===== src/rtl/dct_idct_stream_scheduler.sv =====
// Frame scheduler for the dct -> idct chain: gates pixels into dct, counts 64-sample
// output windows from both cores and programs idct rapx per block from a sampled window.
module dct_idct_stream_scheduler #(
  parameter int BitWidth      = 31,
  parameter int BLK_SAMPLES   = 64,
  parameter int CNT_W         = 16,
  parameter int DRAIN_TIMEOUT = 16384
) (
  input  logic                clk,
  input  logic                reset,
  input  logic                go,
  input  logic [CNT_W-1:0]    num_blocks,
  input  logic [CNT_W-1:0]    apx_first,
  input  logic [CNT_W-1:0]    apx_last,
  input  logic                pix_valid,
  input  logic [BitWidth:0]   pix_data,
  output logic                pix_ready,
  output logic                dct_start,
  input  logic                dct_reading,
  output logic [BitWidth:0]   dct_din,
  input  logic                dct_done,
  input  logic                idct_done,
  output logic                rapx,
  output logic                busy,
  output logic                frame_done,
  output logic                underrun,
  output logic                timeout_err,
  output logic [CNT_W-1:0]    idct_blk_idx
);

  localparam int SMP_W = $clog2(BLK_SAMPLES);
  localparam int WIN_W = $clog2(BLK_SAMPLES + 1);
  localparam int TO_W  = $clog2(DRAIN_TIMEOUT + 1);
  localparam logic [SMP_W-1:0] SMP_LAST = SMP_W'(BLK_SAMPLES - 1);
  localparam logic [WIN_W-1:0] WIN_FULL = WIN_W'(BLK_SAMPLES);
  localparam logic [WIN_W-1:0] WIN_LAST = WIN_W'(BLK_SAMPLES - 1);
  localparam logic [TO_W-1:0]  TO_LAST  = TO_W'(DRAIN_TIMEOUT - 1);
  localparam logic [CNT_W-1:0] BLK_MAX  = '1;

  typedef enum logic [1:0] {IDLE, FEED, DRAIN, DONE} state_t;

  state_t             state_q, state_d;
  logic [CNT_W-1:0]   nblk_q, nblk_d, afirst_q, afirst_d, alast_q, alast_d;
  logic [SMP_W-1:0]   in_smp_q, in_smp_d;
  logic [CNT_W-1:0]   in_blk_q, in_blk_d;
  logic [BitWidth:0]  din_q, din_d;
  logic [WIN_W-1:0]   dct_win_q, dct_win_d, idct_win_q, idct_win_d;
  logic [CNT_W-1:0]   dct_blk_q, dct_blk_d, idct_blk_q, idct_blk_d;
  logic [CNT_W-1:0]   idx_q, idx_d;
  logic               rapx_q, rapx_d, underrun_q, underrun_d, timeout_q, timeout_d;
  logic [TO_W-1:0]    drain_q, drain_d;
  logic               has_room;

  always_comb begin
    state_d    = state_q;
    nblk_d     = nblk_q;
    afirst_d   = afirst_q;
    alast_d    = alast_q;
    in_smp_d   = in_smp_q;
    in_blk_d   = in_blk_q;
    din_d      = din_q;
    dct_win_d  = dct_win_q;
    idct_win_d = idct_win_q;
    dct_blk_d  = dct_blk_q;
    idct_blk_d = idct_blk_q;
    idx_d      = idx_q;
    rapx_d     = rapx_q;
    underrun_d = underrun_q;
    timeout_d  = timeout_q;
    drain_d    = drain_q;
    pix_ready  = 1'b0;
    dct_start  = 1'b0;
    has_room   = in_blk_q < nblk_q;

    // Window counters: samples beyond a full window are ignored, short windows never count.
    if (dct_done) begin
      if (dct_win_q != WIN_FULL) begin
        dct_win_d = dct_win_q + 1'b1;
        if (dct_win_q == WIN_LAST && dct_blk_q != BLK_MAX) dct_blk_d = dct_blk_q + 1'b1;
      end
    end else begin
      dct_win_d = '0;
    end

    if (idct_done) begin
      if (idct_win_q != WIN_FULL) begin
        idct_win_d = idct_win_q + 1'b1;
        if (idct_win_q == WIN_LAST && idct_blk_q != BLK_MAX) idct_blk_d = idct_blk_q + 1'b1;
      end
      if (idct_win_q == '0 && state_q != IDLE) begin
        idx_d  = idct_blk_q;
        rapx_d = (afirst_q <= idct_blk_q) && (idct_blk_q <= alast_q);
      end
    end else begin
      idct_win_d = '0;
    end

    unique case (state_q)
      IDLE: begin
        if (go) begin
          nblk_d     = num_blocks;
          afirst_d   = apx_first;
          alast_d    = apx_last;
          in_smp_d   = '0;
          in_blk_d   = '0;
          dct_blk_d  = '0;
          idct_blk_d = '0;
          idx_d      = '0;
          underrun_d = 1'b0;
          timeout_d  = 1'b0;
          drain_d    = '0;
          state_d    = (num_blocks == '0) ? DONE : FEED;
        end
      end
      FEED: begin
        dct_start = has_room;
        pix_ready = dct_reading & has_room;
        if (pix_ready && pix_valid) begin
          din_d = pix_data;
          if (in_smp_q == SMP_LAST) begin
            in_smp_d = '0;
            if (in_blk_q != BLK_MAX) in_blk_d = in_blk_q + 1'b1;
          end else begin
            in_smp_d = in_smp_q + 1'b1;
          end
        end
        if (dct_reading && !pix_valid) underrun_d = 1'b1;
        if (!has_room && !dct_reading) state_d = DRAIN;
      end
      DRAIN: begin
        drain_d = idct_done ? '0 : drain_q + 1'b1;
        // idct can only legitimately finish after dct has delivered every block
        if (idct_blk_q == nblk_q && dct_blk_q >= nblk_q) begin
          state_d = DONE;
        end else if (!idct_done && drain_q == TO_LAST) begin
          timeout_d = 1'b1;
          state_d   = DONE;
        end
      end
      DONE: state_d = IDLE;
      default: state_d = IDLE;
    endcase

    if (state_d == IDLE) rapx_d = 1'b0;
  end

  always_ff @(posedge clk or negedge reset) begin
    if (!reset) begin
      state_q    <= IDLE;
      nblk_q     <= '0;
      afirst_q   <= '0;
      alast_q    <= '0;
      in_smp_q   <= '0;
      in_blk_q   <= '0;
      din_q      <= '0;
      dct_win_q  <= '0;
      idct_win_q <= '0;
      dct_blk_q  <= '0;
      idct_blk_q <= '0;
      idx_q      <= '0;
      rapx_q     <= 1'b0;
      underrun_q <= 1'b0;
      timeout_q  <= 1'b0;
      drain_q    <= '0;
    end else begin
      state_q    <= state_d;
      nblk_q     <= nblk_d;
      afirst_q   <= afirst_d;
      alast_q    <= alast_d;
      in_smp_q   <= in_smp_d;
      in_blk_q   <= in_blk_d;
      din_q      <= din_d;
      dct_win_q  <= dct_win_d;
      idct_win_q <= idct_win_d;
      dct_blk_q  <= dct_blk_d;
      idct_blk_q <= idct_blk_d;
      idx_q      <= idx_d;
      rapx_q     <= rapx_d;
      underrun_q <= underrun_d;
      timeout_q  <= timeout_d;
      drain_q    <= drain_d;
    end
  end

  assign dct_din      = din_q;
  assign rapx         = rapx_q;
  assign busy         = (state_q != IDLE);
  assign frame_done   = (state_q == DONE);
  assign underrun     = underrun_q;
  assign timeout_err  = timeout_q;
  assign idct_blk_idx = idx_q;

endmodule


===== config.mk =====
export PLATFORM = sky130hd
export DESIGN_NAME = dct_idct_stream_scheduler
export DESIGN_NICKNAME = d
export VERILOG_FILES = /design/src/rtl/dct_idct_stream_scheduler.sv
export SDC_FILE = /design/constraint.sdc
export NUM_CORES = 1
export LEC_CHECK = 0
export CAP_MARGIN = 20
export CORE_MARGIN = 5
export CORE_UTILIZATION = 35
export CTS_BUF_LIST = sky130_fd_sc_hd__clkbuf_16
export DETAILED_ROUTE_END_ITERATION = 8
export PLACE_DENSITY = 0.56
export SETUP_SLACK_MARGIN = 0.3
export SLEW_MARGIN = 20
export SYNTH_ARGS = -nofsm -noshare
export SYNTH_HDL_FRONTEND = slang
export SYNTH_SLANG_ARGS = --single-unit

===== constraint.sdc =====
create_clock -name clk -period 5.35 [get_ports clk]
set_clock_uncertainty 0.1 [all_clocks]
set_input_delay 0.535 -clock clk [delete_from_list [all_inputs] [get_ports clk]]
set_output_delay 0.535 -clock clk [all_outputs]
set_load 0.02 [all_outputs]

==> results.md <==
* Status: completed
* Post-Syn Area at 9920 sq um
* WL final at 25200 microns
* Worst-Skew Late Latency at 0.44 ns
* CTS max path bufs at 2
* Core Box Area at 27900 sq um
* Cell with the most instances after synthesis: dfrtp_1
* Power per cell area at 348 nW/um^2
* Crit Path Category: flop to output port
* Net Count, Synth at 1180
* Max-Cap Viols at 0
* Diodes inserted at 0
* DRC errors left at 0
* Slew at the pin closest to its max-slew limit at 1.01 ns
* CP max-delay cell: clkdlybuf4s50_1
* Cell taking the most area after synthesis: dfrtp_1
* Startpoint types: flop
* Post-CTS Resized at 0
* Wirelength per Cell at 16.4 microns
* Worst Path Buf+Inv at 2
* CTS tree: done
* RSZ-0062 raised after global routing: no
* WP data arrival at 3.16 ns
* Peak fanout along the critical path at 4
* Syn Area/Cell at 9.71 sq um
* DR iter-0 viols at 513
* CP required at 4.72 ns
* Hold WC Path Type: flop to flop
* Total Routing Usage GR at 0.165
* Die height at 178 microns
* Post-synth EDFFs at 0
* Overflow after GRT at 0
* Via/cell ratio at 5.10
* Slowest stage delay, CP at 0.60 ns
* Die area at 31800 sq um
* CTS Sinks at 184
* Final setup TNS at 0 ns
* Antenna violations before repair at 0
* Final setup fails at 0
* Clk pin slew, worst setup/hold paths at 0.07 ns
* Relative slew margins at 0.328
* Post-DP HPWL at 18300 microns
* # hold bufs at CTS at 1
* Pin count of the biggest net entering global routing at 119
* Mapped Cells at 1021
* Tcrit/Tclk final at 0.709
* Syn. warnings at 0
* Largest cells by area after synthesis: dfrtp_1 46%, ha_1 9.1%, nand2_1 5.0%, o21ai_0 4.1%, xnor2_1 3.7%
* PortBufs at 141
* Cell family with most CP delay: compound AO/OA/AOI/OAI gates
* Die extent in x at 178 microns
* Share of post-route cells with drive strength above 1 at 0.0730
* H-tree levels at 4
* CP Cell Sequence: inv_1 -> ha_1 -> a21o_1 -> a211oi_1 -> o21ai_0 -> a21oi_1 -> and3_1 -> clkdlybuf4s50_1
* Synth top area share at 0.464
* Vias in the first global route at 7891
* Total number of vias at 7862
* Power Total at 4290 uW
* Setup crit end kind: output port
* Final layout net count at 1311
* Period minus WS final at 3.79 ns
* Area Overhead vs Synth at 24.4%
* Initial Util at 0.356
* Std cell rows at 61
* Placed cells at 1510
* Count of pins over their slew limit at 0
* Top cells by count, synth: 184 x dfrtp_1, 132 x nand2_1, 81 x o21ai_0
* Ys flop type: dfrtp_1
* Pre-antenna DRT Iters at 5
* Distinct cell type count after synthesis at 60
* FF+latch count, synth at 184
* ANT nets after route at 0
* CTS root buffer: clkbuf_16
* Global-route wire length before repair at 41700 microns
* VDD IR max at 0.189 mV
* Max Clock Freq at 264 MHz
* I/O pins at 142
* Total CTS buffers at 17
* Post-CTS Setup Bufs at 0
* Global placer's final weighted congestion at 0.810
* Sequential area share after synthesis at 0.464
* Synth async-reset ratio at 1.00
* Lkg Pwr at 0.00547 uW
* Post-route insts no fill at 1543
* Final Hold Viols at 0
## power by group
| group | leakage [uW] | switching [uW] | total (uW) | internal (uW) |
|---|---|---|---|---|
| Combinational | 0.00278 | 619 | 1170 | 551 |
| Clock | 0.000298 | 585 | 1330 | 747 |
| Sequential | 0.00240 | 165 | 1790 | 1630 |
| Total | 0.00547 | 1370 | 4290 | 2930 |
## stage by stage
step / instance area, sq um / worst slack, ns / utilization / hold WS, ns
3_5_place_dp: 11700 / 1.99 / 0.420 / 0.368
2_1_floorplan: 9920 / 2.92 / - / 0.139
3_3_place_gp: 11700 / 2.01 / 0.420 / 0.365
4_1_cts: 12300 / 1.49 / 0.443 / 0.385
5_1_grt: 12300 / 1.35 / 0.443 / 0.396
6_report: 12300 / 1.56 / 0.443 / 0.380
## final timing paths
path	to	slack [ns]	cells after the start	startpoint
min	drain_q[9]	0.38	1	drain_q[9]
max reg2reg	in_blk_q[13]	2.25	6	state_q[0]
max in group asynchronous	idct_blk_idx[14]	3.55	3	reset
max	pix_ready	1.56	8	nblk_q[6]
min reg2reg	drain_q[9]	0.38	1	drain_q[9]
min in group asynchronous	dct_win_q[1]	0.52	2	reset
## placed cells by master (no fill, tap or decap), drive strengths merged, types with 7 or more instances in the layout
cell type | synthesis | final
dfrtp | 184 | 184
clkdlybuf4s50 | 0 | 140
nand2 | 132 | 132
o21ai | 82 | 82
nor2 | 76 | 76
ha | 72 | 72
inv | 58 | 67
a21oi | 47 | 47
xnor2 | 42 | 42
nand4 | 35 | 35
nand3 | 33 | 33
mux2 | 32 | 32
and3 | 18 | 18
mux2i | 18 | 18
clkbuf | 26 | 18
nor4 | 15 | 15
or3 | 11 | 11
o21a | 11 | 11
xor2 | 10 | 10
and2 | 10 | 10
a31oi | 10 | 10
o31ai | 8 | 8
nor3 | 7 | 7
nand2b | 7 | 7
nor2b | 7 | 7
## registers in the layout (all words and copies together) (netlist names)
signal,count
in_smp_q,6
idct_blk_idx,16
dct_din,32
rapx,1
state_q,2
nblk_q,16
in_blk_q,16
afirst_q,16
alast_q,16
underrun,1
drain_q,15
idct_win_q,7
timeout_err,1
dct_win_q,7
dct_blk_q,16
idct_blk_q,16
## cell type report
class                      count  area, sq um
timing repair buffer         146         1470
fill                        2720        15500
clock inverter                15          188
inverter                      58          218
clock buffer                  17          425
sequential                   184         4600
tap                          378          473
multi-input combinational    745         4960
## worst reg2reg max path: cells and delay by family (launching register included)
kind / cells / cell delay, ns
AND/OR/NAND/NOR: 3 / 1.75
AO/OA/AOI/OAI: 3 / 0.75
flip-flops: 1 / 0.42
## metal layers
| layer | vias to the layer above | track usage | share of wire |
|---|---|---|---|
| met5 | - | 0 | 0 |
| met4 | 0 | 0.0448 | 0.013 |
| met3 | 22 | 0.0471 | 0.065 |
| met2 | 191 | 0.251 | 0.44 |
| met1 | 3770 | 0.230 | 0.48 |
| li1 | 3879 | - | - |
## cell families (layout without fill, tap and decap cells)
family	after synthesis	count (layout)	share of synthesized area
xor+xnor	52	52	0.0459
flops	184	184	0.464
fa+ha+maj	72	72	0.0908
mux	50	50	0.0545
simple gates	372	372	0.186
compound gates	199	199	0.122
buf+inv	92	236	0.0366
(Power assumes the default switching activity.)
